===== config.mk =====
export PLATFORM = sky130hd
export DESIGN_NAME = regfile_write_arbiter_flat
export DESIGN_NICKNAME = d
export VERILOG_FILES = /design/src/rtl/regfile_pkg.sv /design/src/rtl/regfile_write_arbiter_if.sv /design/src/rtl/regfile_req_slot.sv /design/src/rtl/regfile_write_arbiter.sv /design/src/flat_wrapper.sv
export SDC_FILE = /design/constraint.sdc
export NUM_CORES = 1
export LEC_CHECK = 0
export BUFFER_PORTS_ARGS = -buffer_cell sky130_fd_sc_hd__buf_2
export CAP_MARGIN = 20
export CORE_UTILIZATION = 54
export CTS_CLUSTER_SIZE = 8
export DETAILED_ROUTE_END_ITERATION = 10
export PLACE_DENSITY = 0.78
export SLEW_MARGIN = 30
export SYNTH_ARGS = -nofsm -noshare
export SYNTH_HDL_FRONTEND = slang
export SYNTH_HIERARCHICAL = 1
export SYNTH_SLANG_ARGS = --single-unit

===== constraint.sdc =====
create_clock -name clk -period 2.4 [get_ports clk]
set_clock_uncertainty 0.2 [all_clocks]
set_input_delay 0.48 -clock clk [delete_from_list [all_inputs] [get_ports clk]]
set_output_delay 0.48 -clock clk [all_outputs]
set_load 0.01 [all_outputs]

===== src/rtl/regfile_pkg.sv =====
// Shared widths and types for the register-file write arbiter.
package regfile_pkg;

    localparam int unsigned DATA_WIDTH = 64;
    localparam int unsigned ADDR_WIDTH = 2;
    localparam int unsigned NUM_REGS   = 2 ** ADDR_WIDTH;

    typedef struct packed {
        logic [ADDR_WIDTH-1:0] addr;
        logic [DATA_WIDTH-1:0] data;
    } wr_req_t;

    function automatic logic [NUM_REGS-1:0] onehot(input logic [ADDR_WIDTH-1:0] a);
        return NUM_REGS'(1) << a;
    endfunction

endpackage


===== src/rtl/regfile_write_arbiter_if.sv =====
// Requester/read-port/RF-control bundle of the write arbiter.
interface regfile_write_arbiter_if;
    import regfile_pkg::*;

    logic                  wrValid0;
    logic                  wrValid1;
    logic                  wrReady0;
    logic                  wrReady1;
    logic [ADDR_WIDTH-1:0] wrAddr0;
    logic [ADDR_WIDTH-1:0] wrAddr1;
    logic [DATA_WIDTH-1:0] wrData0;
    logic [DATA_WIDTH-1:0] wrData1;
    logic                  rdReq;
    logic                  rdGrant;
    logic                  rfIsReading;
    logic [ADDR_WIDTH-1:0] rfSelWrite;
    logic [DATA_WIDTH-1:0] rfWriteIn;
    logic [NUM_REGS-1:0]   pendingMask;

    modport master (
        output wrValid0, wrValid1, wrAddr0, wrAddr1, wrData0, wrData1, rdReq,
        input  wrReady0, wrReady1, rdGrant, rfIsReading, rfSelWrite, rfWriteIn, pendingMask
    );

    modport slave (
        input  wrValid0, wrValid1, wrAddr0, wrAddr1, wrData0, wrData1, rdReq,
        output wrReady0, wrReady1, rdGrant, rfIsReading, rfSelWrite, rfWriteIn, pendingMask
    );

endinterface


===== src/rtl/regfile_req_slot.sv =====
// One-entry holding slot for a write-back requester; ready is the inverse of the full flop.
module regfile_req_slot
    import regfile_pkg::*;
#(
    parameter bit ZERO_REG_RO = 1'b0
) (
    input  logic    clk,
    input  logic    resetN,
    input  logic    valid_i,
    input  wr_req_t req_i,
    input  logic    clear_i,
    output logic    ready_o,
    output logic    full_o,
    output logic    load_o,
    output wr_req_t slot_o
);

    logic    full_q, full_d;
    wr_req_t slot_q, slot_d;
    logic    accept, drop;

    assign accept = valid_i & ~full_q;
    // A dropped write still completes its handshake but never occupies the slot.
    assign drop   = ZERO_REG_RO && (req_i.addr == '0);
    assign load_o = accept & ~drop;

    always_comb begin
        full_d = full_q;
        slot_d = slot_q;
        if (load_o) begin
            full_d = 1'b1;
            slot_d = req_i;
        end else if (clear_i) begin
            full_d = 1'b0;
        end
    end

    always_ff @(posedge clk or negedge resetN) begin
        if (!resetN) begin
            full_q <= 1'b0;
            slot_q <= '0;
        end else begin
            full_q <= full_d;
            slot_q <= slot_d;
        end
    end

    assign ready_o = ~full_q;
    assign full_o  = full_q;
    assign slot_o  = slot_q;

endmodule


===== src/rtl/regfile_write_arbiter.sv =====
// Shares the RF write port between two write-back slots and a read requester,
// with read priority bounded by a starvation limit.
module regfile_write_arbiter
    import regfile_pkg::*;
#(
    parameter int unsigned MAX_STALL   = 4,
    parameter bit          ZERO_REG_RO = 1'b0
) (
    input logic                   clk,
    input logic                   resetN,
    regfile_write_arbiter_if.slave bus
);

    localparam int unsigned StallW = $clog2(MAX_STALL + 1);

    wr_req_t req0, req1, slot0, slot1;
    logic    full0, full1, load0, load1, clr0, clr1, rdy0, rdy1;
    logic    pick1, same_reg;

    logic                  is_reading_q, is_reading_d;
    logic [ADDR_WIDTH-1:0] sel_q, sel_d;
    logic [DATA_WIDTH-1:0] write_in_q, write_in_d;
    logic                  rd_grant_q, rd_grant_d;
    logic [StallW-1:0]     stall_q, stall_d;
    logic                  last_q, last_d;
    logic                  older1_q, older1_d;

    assign req0 = '{addr: bus.wrAddr0, data: bus.wrData0};
    assign req1 = '{addr: bus.wrAddr1, data: bus.wrData1};

    regfile_req_slot #(.ZERO_REG_RO(ZERO_REG_RO)) u_slot0 (
        .clk    (clk),
        .resetN (resetN),
        .valid_i(bus.wrValid0),
        .req_i  (req0),
        .clear_i(clr0),
        .ready_o(rdy0),
        .full_o (full0),
        .load_o (load0),
        .slot_o (slot0)
    );

    regfile_req_slot #(.ZERO_REG_RO(ZERO_REG_RO)) u_slot1 (
        .clk    (clk),
        .resetN (resetN),
        .valid_i(bus.wrValid1),
        .req_i  (req1),
        .clear_i(clr1),
        .ready_o(rdy1),
        .full_o (full1),
        .load_o (load1),
        .slot_o (slot1)
    );

    // Both slots aimed at one register: the older must commit first to avoid WAW.
    assign same_reg = |(onehot(slot0.addr) & onehot(slot1.addr));

    always_comb begin
        is_reading_d = 1'b1;
        sel_d        = sel_q;
        write_in_d   = write_in_q;
        rd_grant_d   = 1'b0;
        stall_d      = stall_q;
        last_d       = last_q;
        clr0         = 1'b0;
        clr1         = 1'b0;
        pick1        = 1'b0;
        if (!full0 && !full1) begin
            rd_grant_d = bus.rdReq;
            stall_d    = '0;
        end else if (bus.rdReq && (stall_q < StallW'(MAX_STALL))) begin
            rd_grant_d = 1'b1;
            stall_d    = stall_q + StallW'(1);
        end else begin
            if (full0 && full1) begin
                pick1 = same_reg ? older1_q : ~last_q;
            end else begin
                pick1 = full1;
            end
            is_reading_d = 1'b0;
            sel_d        = pick1 ? slot1.addr : slot0.addr;
            write_in_d   = pick1 ? slot1.data : slot0.data;
            clr0         = ~pick1;
            clr1         = pick1;
            last_d       = pick1;
            stall_d      = '0;
        end
    end

    // Age tracking: a slot loaded while the other stays full is the younger one.
    always_comb begin
        older1_d = older1_q;
        if (load0 && full1 && !clr1) begin
            older1_d = 1'b1;
        end else if (load1 && full0 && !clr0) begin
            older1_d = 1'b0;
        end
    end

    always_ff @(posedge clk or negedge resetN) begin
        if (!resetN) begin
            is_reading_q <= 1'b1;
            sel_q        <= '0;
            write_in_q   <= '0;
            rd_grant_q   <= 1'b0;
            stall_q      <= '0;
            last_q       <= 1'b1;
            older1_q     <= 1'b0;
        end else begin
            is_reading_q <= is_reading_d;
            sel_q        <= sel_d;
            write_in_q   <= write_in_d;
            rd_grant_q   <= rd_grant_d;
            stall_q      <= stall_d;
            last_q       <= last_d;
            older1_q     <= older1_d;
        end
    end

    assign bus.wrReady0    = rdy0;
    assign bus.wrReady1    = rdy1;
    assign bus.rdGrant     = rd_grant_q;
    assign bus.rfIsReading = is_reading_q;
    assign bus.rfSelWrite  = sel_q;
    assign bus.rfWriteIn   = write_in_q;
    assign bus.pendingMask = (full0 ? onehot(slot0.addr) : '0)
                           | (full1 ? onehot(slot1.addr) : '0)
                           | (!is_reading_q ? onehot(sel_q) : '0);

endmodule


===== src/flat_wrapper.sv =====
// flat-port wrapper written by rule: the top's interface ports become plain ports
module regfile_write_arbiter_flat import regfile_pkg::*;
#(
    parameter int unsigned MAX_STALL   = 4,
    parameter bit          ZERO_REG_RO = 1'b0
)
  (clk, resetN, bus_wrValid0, bus_wrValid1, bus_wrAddr0, bus_wrAddr1, bus_wrData0, bus_wrData1, bus_rdReq, bus_wrReady0, bus_wrReady1, bus_rdGrant, bus_rfIsReading, bus_rfSelWrite, bus_rfWriteIn, bus_pendingMask);
  regfile_write_arbiter_if bus_i ();
  input logic clk;
  input logic resetN;
  input wire logic [$bits(bus_i.wrValid0)-1:0] bus_wrValid0;
  input wire logic [$bits(bus_i.wrValid1)-1:0] bus_wrValid1;
  input wire logic [$bits(bus_i.wrAddr0)-1:0] bus_wrAddr0;
  input wire logic [$bits(bus_i.wrAddr1)-1:0] bus_wrAddr1;
  input wire logic [$bits(bus_i.wrData0)-1:0] bus_wrData0;
  input wire logic [$bits(bus_i.wrData1)-1:0] bus_wrData1;
  input wire logic [$bits(bus_i.rdReq)-1:0] bus_rdReq;
  output wire logic [$bits(bus_i.wrReady0)-1:0] bus_wrReady0;
  output wire logic [$bits(bus_i.wrReady1)-1:0] bus_wrReady1;
  output wire logic [$bits(bus_i.rdGrant)-1:0] bus_rdGrant;
  output wire logic [$bits(bus_i.rfIsReading)-1:0] bus_rfIsReading;
  output wire logic [$bits(bus_i.rfSelWrite)-1:0] bus_rfSelWrite;
  output wire logic [$bits(bus_i.rfWriteIn)-1:0] bus_rfWriteIn;
  output wire logic [$bits(bus_i.pendingMask)-1:0] bus_pendingMask;
  assign bus_i.wrValid0 = bus_wrValid0;
  assign bus_i.wrValid1 = bus_wrValid1;
  assign bus_i.wrAddr0 = bus_wrAddr0;
  assign bus_i.wrAddr1 = bus_wrAddr1;
  assign bus_i.wrData0 = bus_wrData0;
  assign bus_i.wrData1 = bus_wrData1;
  assign bus_i.rdReq = bus_rdReq;
  assign bus_wrReady0 = bus_i.wrReady0;
  assign bus_wrReady1 = bus_i.wrReady1;
  assign bus_rdGrant = bus_i.rdGrant;
  assign bus_rfIsReading = bus_i.rfIsReading;
  assign bus_rfSelWrite = bus_i.rfSelWrite;
  assign bus_rfWriteIn = bus_i.rfWriteIn;
  assign bus_pendingMask = bus_i.pendingMask;
  regfile_write_arbiter #(.MAX_STALL(MAX_STALL), .ZERO_REG_RO(ZERO_REG_RO)) u_core (.clk(clk), .resetN(resetN), .bus(bus_i));
endmodule

==> flow_summary.rst, run 1 <==
.. list-table::
   :header-rows: 1

   * - Metric
     - Value
   * - Run status
     - finished, final reports clean
   * - Wire length of the first global-routing pass
     - 42400 µm
   * - Starting density of the core
     - 0.554
   * - TritonCTS Sinks
     - 207
   * - Cell with the most instances after synthesis
     - sky130_fd_sc_hd__dfrtp_1
   * - Post-Syn Nets
     - 865
   * - Critical Setup Path Class
     - register to output pin
   * - Final TNS setup
     - 0 ns
   * - Kind of launch point of the worst setup path
     - register
   * - Worst-case hold slack
     - 0.00659 ns
   * - Largest cells by area after synthesis
     - sky130_fd_sc_hd__dfrtp_1, sky130_fd_sc_hd__mux2_2, sky130_fd_sc_hd__mux2_4, sky130_fd_sc_hd__o31ai_1, sky130_fd_sc_hd__a31oi_1
   * - Layout Area Growth over Synthesis
     - 35.1%
   * - Worst R2R Setup Slack
     - 0.11 ns
   * - Setup repair after global routing missed its margin
     - yes
   * - Arrival time of data at the critical path endpoint
     - 1.67 ns
   * - Top_reg_cell synth
     - sky130_fd_sc_hd__dfrtp_1
   * - Endpoint of the lowest-slack register-to-register path
     - u_core/bus.rfWriteIn[21]$_DFFE_PN0P_
   * - Detailed-route DRC error count
     - 0
   * - I/O pin count
     - 211
   * - Distinct cells, synth
     - 36
   * - Number of fill cells in the layout
     - 1033
   * - H-tree depth
     - 1
   * - Crit end category
     - output pin
   * - Sequential cell area fraction in the yosys report
     - 0.564
   * - Clock-pin slew on the worst setup and hold paths
     - 0.05 ns
   * - FF+latch count, synth
     - 207
   * - First-pass DRT Iterations
     - 5
   * - Die W
     - 132 µm
   * - Worst-case vdd ir drop
     - 0.926 mV
   * - Port buffer count
     - 210
   * - Die height
     - 132 µm
   * - Critical-path maximum fanout
     - 6
   * - Proportion of layout cells with a drive suffix above 1
     - 0.394
   * - Number of nets with antenna violations after routing
     - 0
   * - Number of cells on the worst reg-to-reg path
     - 5
   * - Required time of the worst setup path
     - 1.72 ns
   * - Leading cell types by count after synthesis
     - sky130_fd_sc_hd__dfrtp_1, sky130_fd_sc_hd__mux2_2, sky130_fd_sc_hd__nor2_1
   * - Worst slack after detailed placement
     - 0.255 ns
   * - Number of max-cap violations
     - 0
   * - Combined area of all synthesized cells
     - 9180 µm²
   * - Post-synth EDFFs
     - 0
   * - Total number of nets in the final design
     - 1170
   * - Total global routing overflow
     - 0
   * - Pin count of the biggest net entering global routing
     - 81
   * - Core Util, Final
     - 0.748
   * - Number of global-route vias before repair
     - 7789
   * - Pleak
     - 5.58 nW
   * - Initial antenna violation count
     - 2
   * - Min-Delay Path Class
     - primary input to register
   * - Non-Filler Cell Area, Final
     - 12400 µm²
   * - Number of vias per cell after detailed routing
     - 5.92
   * - Final worst setup slack
     - 0.0520 ns
   * - Placer Congestion
     - 0.832
   * - Async set-or-reset flop fraction in the synthesized netlist
     - 1.00
   * - Top cell type by total area after synthesis
     - sky130_fd_sc_hd__dfrtp_1
   * - Slew Limit Headroom
     - 0.668
   * - Total wire length after detailed routing
     - 27100 µm
   * - Highest achievable clock rate
     - 426 MHz
   * - Final count of negative-setup-slack endpoints
     - 0
   * - GRT Total Usage
     - 0.307
   * - Fin crit share
     - 0.978
   * - Core Footprint
     - 16600 µm²
   * - Transition time at the pin with the least slew margin
     - 0.497 ns
   * - Placed wire-length estimate
     - 14900 µm
   * - Number of rows created at floorplan
     - 47
   * - CTS buffer count
     - 29
   * - Hold violation count in the final report
     - 0
   * - Instance area at placement
     - 10400 µm²
   * - Setup crit start
     - u_core/u_slot1/slot_o[64]$_DFFE_PN0P_
   * - Total die area
     - 17500 µm²
   * - Yosys synthesis warning count
     - 6
   * - Violation count after the first detailed-route iteration
     - 550
   * - Capture point of the critical path
     - bus_pendingMask[0]
   * - Shortest period the worst path allows
     - 2.35 ns
   * - Power per unit of standard cell area
     - 1430 nW/µm²
   * - Gate count of the mapped netlist
     - 727
   * - Portion of synthesized cell area occupied by the leading cell type
     - 0.559
   * - Total number of vias
     - 7566
   * - CTS tree
     - yes
   * - Skew-Pair Late Insertion Delay
     - 0.52 ns
   * - Maximum buffer depth of the clock tree
     - 3
   * - Root buffer selected by CTS
     - sky130_fd_sc_hd__clkbuf_16
   * - Source of the worst register-to-register timing path
     - u_core/u_slot0/slot_o[65]$_DFFE_PN0P_
   * - Max-slew violations
     - 0
   * - WL per Instance
     - 21.2 µm
   * - Mean area per synthesized cell
     - 12.6 µm²
how the worst min path moves through the flow:
stage | startpoint | to | slack, ns | depth (start not counted)
floorplan | resetN | u_core/bus.rdGrant$_DFF_PN0_ | -0.02 | 0
global placement | u_core/stall_q[0]$_DFF_PN0_ | u_core/stall_q[0]$_DFF_PN0_ | 0.23 | 1
detailed placement | u_core/stall_q[0]$_DFF_PN0_ | u_core/stall_q[0]$_DFF_PN0_ | 0.25 | 1
CTS | bus_wrData1[45] | u_core/u_slot1/slot_o[45]$_DFFE_PN0P_ | 0.0008 | 2
global route | bus_wrData1[45] | u_core/u_slot1/slot_o[45]$_DFFE_PN0P_ | -0.0002 | 2
finish | bus_wrData1[45] | u_core/u_slot1/slot_o[45]$_DFFE_PN0P_ | 0.007 | 2
critical path, stage by stage (launching register included):
cell and delay (ns):
sky130_fd_sc_hd__dfrtp_1 0.40, sky130_fd_sc_hd__buf_4 0.17, sky130_fd_sc_hd__nor3_1 0.06, sky130_fd_sc_hd__or3_1 0.37
sky130_fd_sc_hd__buf_2 0.16
layout make-up:
class                   count  area [µm²]  share of cell area
flip-flops and latches    207        5180               0.418
clock buffers              53         816              0.0657
multi-input cells         441        3570               0.287
diodes                      4        10.0            0.000807
inverters                   6        22.5             0.00181
repair buffers            347        2540               0.204
well taps                 220         275              0.0222
stage by stage:
stage | instances | power, W
2_1_floorplan | 727 | 0.0112
3_3_place_gp | 1106 | 0.0131
3_5_place_dp | 1106 | 0.0134
4_1_cts | 1263 | 0.0173
5_1_grt | 1276 | 0.0187
6_report | 1278 | 0.0177
sequential cells by signal (all words and copies together) (netlist names), 2 cells and up:
name,flops
u_core/stall_q,3
u_core/u_slot1/slot_o,66
u_core/u_slot0/slot_o,66
u_core/bus.rfWriteIn,64
u_core/bus.rfSelWrite,2
cells by family (layout without fill, tap and decap cells):
kind of cell,after synthesis,after routing,share of synthesized area
flip-flops,207,207,0.564
adder cells (fa/ha/maj),1,1,0.00136
AND/OR/NAND/NOR,162,162,0.0922
AO/OA/AOI/OAI,143,144,0.109
buffers and inverters,80,406,0.0510
XOR/XNOR,2,2,0.00354
multiplexers,132,132,0.178
other,0,4,0
layer usage:
metal / share of wire / global-route usage / vias to the layer above
met3: 0.072 / 0.0571 / 83
met4: 0.039 / 0.127 / 0
met5: 0 / 0 / -
met2: 0.50 / 0.511 / 389
met1: 0.39 / 0.397 / 3738
li1: - / - / 3356
cell usage in the layout, fill, tap and decap left out, types with 2 or more instances in the layout:
master	Yosys	layout
sky130_fd_sc_hd__diode_2	0	4
sky130_fd_sc_hd__xor2_2	2	2
sky130_fd_sc_hd__dfrtp_2	0	2
sky130_fd_sc_hd__o21bai_1	2	2
sky130_fd_sc_hd__buf_2	24	209
sky130_fd_sc_hd__or3_1	2	2
sky130_fd_sc_hd__nor2_1	68	67
sky130_fd_sc_hd__nand3_1	3	3
sky130_fd_sc_hd__nand2_1	7	7
sky130_fd_sc_hd__buf_4	0	17
sky130_fd_sc_hd__o21ai_0	2	2
sky130_fd_sc_hd__clkbuf_1	30	24
sky130_fd_sc_hd__inv_1	6	5
sky130_fd_sc_hd__buf_12	0	11
sky130_fd_sc_hd__o211ai_1	2	2
sky130_fd_sc_hd__mux2_2	92	92
sky130_fd_sc_hd__a31oi_1	66	66
sky130_fd_sc_hd__a221o_1	2	2
sky130_fd_sc_hd__dfstp_2	2	2
sky130_fd_sc_hd__nor4_1	2	2
sky130_fd_sc_hd__dlygate4sd3_1	0	107
sky130_fd_sc_hd__and2_1	4	4
sky130_fd_sc_hd__o31ai_1	64	64
sky130_fd_sc_hd__nor2b_4	0	2
sky130_fd_sc_hd__nand3b_1	2	2
sky130_fd_sc_hd__nor3_1	3	3
sky130_fd_sc_hd__clkbuf_16	0	30
sky130_fd_sc_hd__dfrtp_1	205	203
sky130_fd_sc_hd__mux2_4	40	40
sky130_fd_sc_hd__nand4_1	64	64
power by group:
| group | switching [W] | internal (W) |
|---|---|---|
| Clock | 0.00143 | 0.00225 |
| Sequential | 0.00122 | 0.00531 |
| Combinational | 0.00398 | 0.00354 |
timing repair:
| item | in CTS | in global routing |
|---|---|---|
| resized for setup | 1 | 0 |
| hold buffers | 103 | 4 |
| setup buffers | 0 | 5 |
| hold endpoints to repair | 153 | 4 |
| gates cloned | 1 | 2 |
| setup endpoints to repair | 2 | 3 |
| pin swaps | 0 | 1 |
No activity file was read; power rests on OpenSTA's default activity.
==> run 2: changes to the inputs <==
--- a/config.mk
+++ b/config.mk
@@ -7,10 +7,12 @@
 export LEC_CHECK = 0
 export BUFFER_PORTS_ARGS = -buffer_cell sky130_fd_sc_hd__buf_2
 export CAP_MARGIN = 20
-export CORE_UTILIZATION = 54
+export CORE_ASPECT_RATIO = 0.6
+export CORE_UTILIZATION = 56
+export CTS_BUF_LIST = sky130_fd_sc_hd__clkbuf_4 sky130_fd_sc_hd__clkbuf_8
 export CTS_CLUSTER_SIZE = 8
 export DETAILED_ROUTE_END_ITERATION = 10
-export PLACE_DENSITY = 0.78
+export PLACE_DENSITY = 0.8
 export SLEW_MARGIN = 30
 export SYNTH_ARGS = -nofsm -noshare
 export SYNTH_HDL_FRONTEND = slang
==> run 2 against run 1 <==
  * Sequential cell count is the same
  * Via count is essentially flat
  * Clock-buffer cell count shrank 12
  * Die area shrank 3.4%
  * Global-route usage grew 2.5 points
  * Combinational power is essentially flat
  * Critical endpoint unchanged
==> flow_summary.rst, run 2 (same netlist as run 1, synthesis figures left out) <==
.. list-table::
   :header-rows: 1

   * - Metric
     - Value
   * - Run status
     - finished, final reports clean
   * - Skew-Pair Late Insertion Delay
     - 0.55 ns
   * - Most common cell after layout, fill and taps aside
     - sky130_fd_sc_hd__buf_2
   * - Worst-case vdd ir drop
     - 0.747 mV
   * - TritonCTS Sinks
     - 207
   * - Proportion of layout cells with a drive suffix above 1
     - 0.402
   * - Violation count after the first detailed-route iteration
     - 757
   * - Pin count of the biggest net entering global routing
     - 73
   * - Crit-path cells
     - inv_2, nor3_2, or3_4, buf_6
   * - Total global routing overflow
     - 0
   * - Max-slew violations
     - 0
   * - Root buffer selected by CTS
     - sky130_fd_sc_hd__clkbuf_8
   * - Post-layout power
     - 0.0166 W
   * - Pleak
     - 5.57 nW
   * - Critical-path maximum fanout
     - 3
   * - Port buffer count
     - 210
   * - Slew Limit Headroom
     - 0.556
   * - Leading cell types in the layout, fill and taps excluded
     - sky130_fd_sc_hd__buf_2, sky130_fd_sc_hd__dfrtp_1, sky130_fd_sc_hd__dlygate4sd3_1
   * - Maximum buffer depth of the clock tree
     - 3
   * - Min-Delay Path Class
     - primary input to asynchronous set/reset pin
   * - Required time of the worst setup path
     - 1.72 ns
   * - Setup repair after global routing missed its margin
     - yes
   * - Number of vias per cell after detailed routing
     - 5.95
   * - Number of nets with antenna violations after routing
     - 0
   * - Source of the worst register-to-register timing path
     - u_core/u_slot0/slot_o[65]$_DFFE_PN0P_
   * - Arrival time of data at the critical path endpoint
     - 1.66 ns
   * - Stage delay of the slowest cell on the critical path
     - 0.44 ns
   * - Number of max-cap violations
     - 0
   * - CTS tree
     - yes
   * - Kind of launch point of the worst setup path
     - register
   * - Core Footprint
     - 15700 µm²
   * - H-tree depth
     - 1
   * - First-pass DRT Iterations
     - 5
   * - Core Util, Final
     - 0.788
   * - Fin crit share
     - 0.977
   * - Total number of nets in the final design
     - 1197
   * - Starting density of the core
     - 0.586
   * - Worst R2R Setup Slack
     - 0.15 ns
   * - Die height
     - 101 µm
   * - Critical Setup Path Class
     - register to output pin
   * - Placer Congestion
     - 0.832
   * - Initial antenna violation count
     - 2
   * - I/O pin count
     - 211
   * - Highest achievable clock rate
     - 427 MHz
   * - Shortest period the worst path allows
     - 2.34 ns
   * - Crit end category
     - output pin
   * - Total die area
     - 16900 µm²
   * - Detailed-route DRC error count
     - 0
   * - Number of global-route vias before repair
     - 7950
   * - Die W
     - 167 µm
   * - Total number of vias
     - 7573
   * - Setup crit start
     - u_core/u_slot1/full_o$_DFFE_PN0P_
   * - Final TNS setup
     - 0 ns
   * - Hold violation count in the final report
     - 0
   * - Power per unit of standard cell area
     - 1350 nW/µm²
   * - Total wire length after detailed routing
     - 27300 µm
   * - Final count of negative-setup-slack endpoints
     - 0
   * - GRT Total Usage
     - 0.332
   * - Placed wire-length estimate
     - 15400 µm
   * - Transition time at the pin with the least slew margin
     - 0.660 ns
   * - Clock-pin slew on the worst setup and hold paths
     - 0.07 ns
   * - Number of rows created at floorplan
     - 35
   * - CTS buffer count
     - 31
   * - Bufs and invs on worst path
     - 2
   * - Layout Area Growth over Synthesis
     - 34.5%
   * - Top cell family by delay on the critical path
     - flip-flops
   * - WL per Instance
     - 21.4 µm
   * - Wire length of the first global-routing pass
     - 43900 µm
   * - Slowest-stage cell, CP
     - sky130_fd_sc_hd__dfrtp_2
-- run 2: cell types whose count changed in the layout (fill, tap and decap cells not counted), sizes merged --
| cell | delta |
|---|---|
| clkbuf | -13 |
| o211a | -1 |
| clkinv | +1 |
| dlygate4sd3 | +27 |
| bufbuf | -1 |
| diode | -2 |
| buf | +1 |
-- run 2: power breakdown --
| group | switching [W] | internal, W |
|---|---|---|
| logic | 0.00399 | 0.00356 |
| registers | 0.00114 | 0.00531 |
| clock network | 0.00129 | 0.00134 |
-- run 2: path summary, 6_finish.rpt --
path	end	depth (start not counted)
worst max register to register	u_core/bus.rfSelWrite[0]$_DFFE_PN0P_	5
max in group asynchronous	u_core/u_slot1/slot_o[64]$_DFFE_PN0P_	3
worst min register to register	u_core/stall_q[0]$_DFF_PN0_	1
min in group clk	u_core/stall_q[0]$_DFF_PN0_	1
worst max-delay path	bus_pendingMask[0]	4
worst min-delay path	u_core/bus.rfWriteIn[22]$_DFFE_PN0P_	2
-- run 2: worst register-to-register path: cells and delay by family, from the launching register on --
family / cells / cell delay (ns)
compound gates: 2 / 0.65
xor+xnor: 1 / 0.21
buf+inv: 1 / 0.14
flops: 1 / 0.38
simple gates: 1 / 0.59
-- run 2: through the flow --
stage | hold slack [ns] | setup slack, ns | instances | area, µm²
after floorplan | -0.0156 | 0.337 | 727 | 9180
after CTS | 0.171 | 0.0122 | 1271 | 12300
after global placement | 0.206 | 0.344 | 1091 | 10400
after detailed placement | 0.204 | 0.265 | 1091 | 10400
final | 0.205 | 0.0557 | 1273 | 12400
after global routing | 0.200 | -0.0286 | 1273 | 12400
-- run 2: per-layer routing --
metal,track usage,vias to the layer above,part of all wire
li1,-,3385,-
met1,0.453,3761,0.42
met2,0.537,372,0.47
met3,0.0864,55,0.086
met4,0.0868,0,0.021
met5,0,-,0
-- run 2: final cells by class --
type                            instances  area, µm²
Antenna cell                            2       5.00
Clock buffer                           41        508
Clock inverter                          1       8.76
Fill cell                             975       3330
Inverter                                6       22.5
Multi-Input combinational cell        440       3570
Sequential cell                       207       5190
Tap cell                              203        254
Timing Repair Buffer                  373       2800
-- run 2: repair_timing --
item                                    CTS  global route
gates resized for setup                   2             6
endpoints found under the setup margin    4             2
pin swaps                                 0             1
buffers inserted                          4             0
hold buffers                            134             0
endpoints found under the hold margin   267             0
==> run 3: changes to the inputs <==
--- a/config.mk
+++ b/config.mk
@@ -8,11 +8,12 @@
 export BUFFER_PORTS_ARGS = -buffer_cell sky130_fd_sc_hd__buf_2
 export CAP_MARGIN = 20
 export CORE_ASPECT_RATIO = 0.6
-export CORE_UTILIZATION = 56
+export CORE_UTILIZATION = 60
 export CTS_BUF_LIST = sky130_fd_sc_hd__clkbuf_4 sky130_fd_sc_hd__clkbuf_8
 export CTS_CLUSTER_SIZE = 8
 export DETAILED_ROUTE_END_ITERATION = 10
-export PLACE_DENSITY = 0.8
+export HOLD_SLACK_MARGIN = 0.12
+export PLACE_DENSITY = 0.86
 export SLEW_MARGIN = 30
 export SYNTH_ARGS = -nofsm -noshare
 export SYNTH_HDL_FRONTEND = slang
==> constraint.sdc (replaced) <==
create_clock -name clk -period 2.72 [get_ports clk]
set_clock_uncertainty 0.2 [all_clocks]
set_input_delay 0.544 -clock clk [delete_from_list [all_inputs] [get_ports clk]]
set_output_delay 0.544 -clock clk [all_outputs]
set_load 0.01 [all_outputs]
==> run 3 against run 2 <==
  * Global-route usage is 2.6 points higher
  * Highest routed layer unchanged
  * Die area decreased by 6.6%
  * Final cell count fell by 0.55%
  * Via count increased by 1.9%
  * Sequential share of layout area up 0.23 points
  * Critical endpoint unchanged
  * Clock power down 6%
  * Sequential cell count unchanged
  * Register-to-register slack gained 0.10 ns
==> flow_summary.rst, run 3 (same netlist as run 1, synthesis figures left out) <==
.. list-table::
   :header-rows: 1

   * - Metric
     - Value
   * - Run status
     - finished, final reports clean
   * - Worst-case hold slack
     - 0.239 ns
   * - Number of fill cells in the layout
     - 801
   * - GRT Total Usage
     - 0.358
   * - Total number of nets in the final design
     - 1188
   * - Slew Limit Headroom
     - 0.449
   * - Max-slew violations
     - 0
   * - Layout Area Growth over Synthesis
     - 33.7%
   * - Kind of launch point of the worst setup path
     - register
   * - Number of global-route vias before repair
     - 7954
   * - Crit end category
     - output pin
   * - Violation count after the first detailed-route iteration
     - 761
   * - Leading cell types in the layout, fill and taps excluded
     - sky130_fd_sc_hd__buf_2, sky130_fd_sc_hd__dfrtp_1, sky130_fd_sc_hd__dlygate4sd3_1
   * - TritonCTS Sinks
     - 207
   * - Die W
     - 162 µm
   * - Power per unit of standard cell area
     - 1200 nW/µm²
   * - First-pass DRT Iterations
     - 7
   * - Total number of vias
     - 7720
   * - Critical Setup Path Class
     - register to output pin
   * - Port buffer count
     - 210
   * - Core Footprint
     - 14700 µm²
   * - Wire length of the first global-routing pass
     - 43700 µm
   * - Root buffer selected by CTS
     - sky130_fd_sc_hd__clkbuf_8
   * - Final TNS setup
     - 0 ns
   * - Transition time at the pin with the least slew margin
     - 0.827 ns
   * - Total die area
     - 15800 µm²
   * - Hold violation count in the final report
     - 0
   * - Worst-case vdd ir drop
     - 0.736 mV
   * - Min-Delay Path Class
     - register to register
   * - Capture point of the critical path
     - bus_pendingMask[0]
   * - Die height
     - 97.8 µm
   * - Number of rows created at floorplan
     - 34
   * - Arrival time of data at the critical path endpoint
     - 1.89 ns
   * - Setup repair after global routing missed its margin
     - no
   * - Number of nets with antenna violations after routing
     - 0
   * - Highest achievable clock rate
     - 379 MHz
   * - CTS buffer count
     - 30
   * - Starting density of the core
     - 0.624
   * - Number of max-cap violations
     - 0
   * - Number of setup buffers added after CTS
     - 0
   * - Placer Congestion
     - 0.843
   * - Pleak
     - 5.55 nW
   * - Skew-Pair Late Insertion Delay
     - 0.56 ns
   * - Source of the worst register-to-register timing path
     - u_core/u_slot1/slot_o[65]$_DFFE_PN0P_
   * - Clock-pin slew on the worst setup and hold paths
     - 0.06 ns
   * - Critical-path maximum fanout
     - 16
   * - WL per Instance
     - 21.9 µm
   * - Shortest period the worst path allows
     - 2.64 ns
   * - Final count of negative-setup-slack endpoints
     - 0
   * - Total global routing overflow
     - 0
   * - Detailed-route DRC error count
     - 0
   * - Most common cell after layout, fill and taps aside
     - sky130_fd_sc_hd__buf_2
   * - Setup crit start
     - u_core/u_slot1/full_o$_DFFE_PN0P_
   * - Number of vias per cell after detailed routing
     - 6.10
   * - Total wire length after detailed routing
     - 27700 µm
   * - Worst R2R Setup Slack
     - 0.25 ns
   * - Pin count of the biggest net entering global routing
     - 81
   * - Placed wire-length estimate
     - 14700 µm
   * - Fin crit share
     - 0.969
   * - CTS tree
     - yes
   * - Required time of the worst setup path
     - 1.98 ns
   * - H-tree depth
     - 1
   * - I/O pin count
     - 211
   * - Proportion of layout cells with a drive suffix above 1
     - 0.397
   * - Endpoint of the lowest-slack register-to-register path
     - u_core/bus.rfWriteIn[51]$_DFFE_PN0P_
   * - Initial antenna violation count
     - 1
   * - Number of cells on the worst reg-to-reg path
     - 4
   * - Maximum buffer depth of the clock tree
     - 3
## run 3: changes by cell type in the layout (fill, tap and decap cells not counted), sizes merged
cell    delta
buf        -8
clkinv     -1
diode      -1
clkbuf     +8
## run 3: worst max-delay path, stage by stage, from the launching register on
cell and delay [ns]:
sky130_fd_sc_hd__dfrtp_2 0.43, sky130_fd_sc_hd__inv_2 0.29, sky130_fd_sc_hd__nor3_1 0.10, sky130_fd_sc_hd__or3_1 0.37, sky130_fd_sc_hd__buf_2 0.16
## run 3: cell type report
cell class	count	area, µm²	share of cell area
Tap cell	198	248	0.0202
Timing Repair Buffer	365	2700	0.220
Multi-Input combinational cell	440	3560	0.290
Inverter	6	22.5	0.00183
Antenna cell	1	2.50	0.000204
Sequential cell	207	5180	0.422
Clock buffer	49	568	0.0463
## run 3: worst min path at each step
stage	from	cells after the start	slack [ns]	end
floorplan	resetN	0	0.05	u_core/bus.rdGrant$_DFF_PN0_
global placement	u_core/stall_q[0]$_DFF_PN0_	1	0.23	u_core/stall_q[0]$_DFF_PN0_
detailed placement	u_core/stall_q[0]$_DFF_PN0_	1	0.23	u_core/stall_q[0]$_DFF_PN0_
CTS	u_core/stall_q[0]$_DFF_PN0_	1	0.24	u_core/stall_q[0]$_DFF_PN0_
global route	u_core/stall_q[0]$_DFF_PN0_	1	0.27	u_core/stall_q[0]$_DFF_PN0_
finish	u_core/stall_q[0]$_DFF_PN0_	1	0.24	u_core/stall_q[0]$_DFF_PN0_
## run 3: metrics by stage
step                 util  std cells  setup slack (ns)  area, µm²  total power (W)
finish              0.834       1266            0.0847      12300           0.0147
global route        0.834       1266            0.0218      12300           0.0154
CTS                 0.834       1265            0.0511      12300           0.0144
detailed placement  0.704       1082             0.386      10400           0.0118
global placement    0.704       1082             0.460      10400           0.0115
floorplan               -        727             0.593       9180          0.00988
## run 3: repair_timing
action                                 CTS  global route
endpoints found under the hold margin  188             0
hold buffers                           134             0
resized for setup                        0             0
## run 3: power breakdown
part           switching (W)  leakage (nW)  total, W  internal, W
clock                0.00116         0.308   0.00246      0.00130
sequential           0.00108          2.41   0.00576      0.00468
combinational        0.00352          2.83   0.00651      0.00299
## run 3: layer usage
layer	GRT usage	up-vias	share of wire
met5	0	-	0
met4	0.119	0	0.025
met3	0.0820	70	0.099
met2	0.579	478	0.47
met1	0.483	3811	0.40
li1	-	3361	-
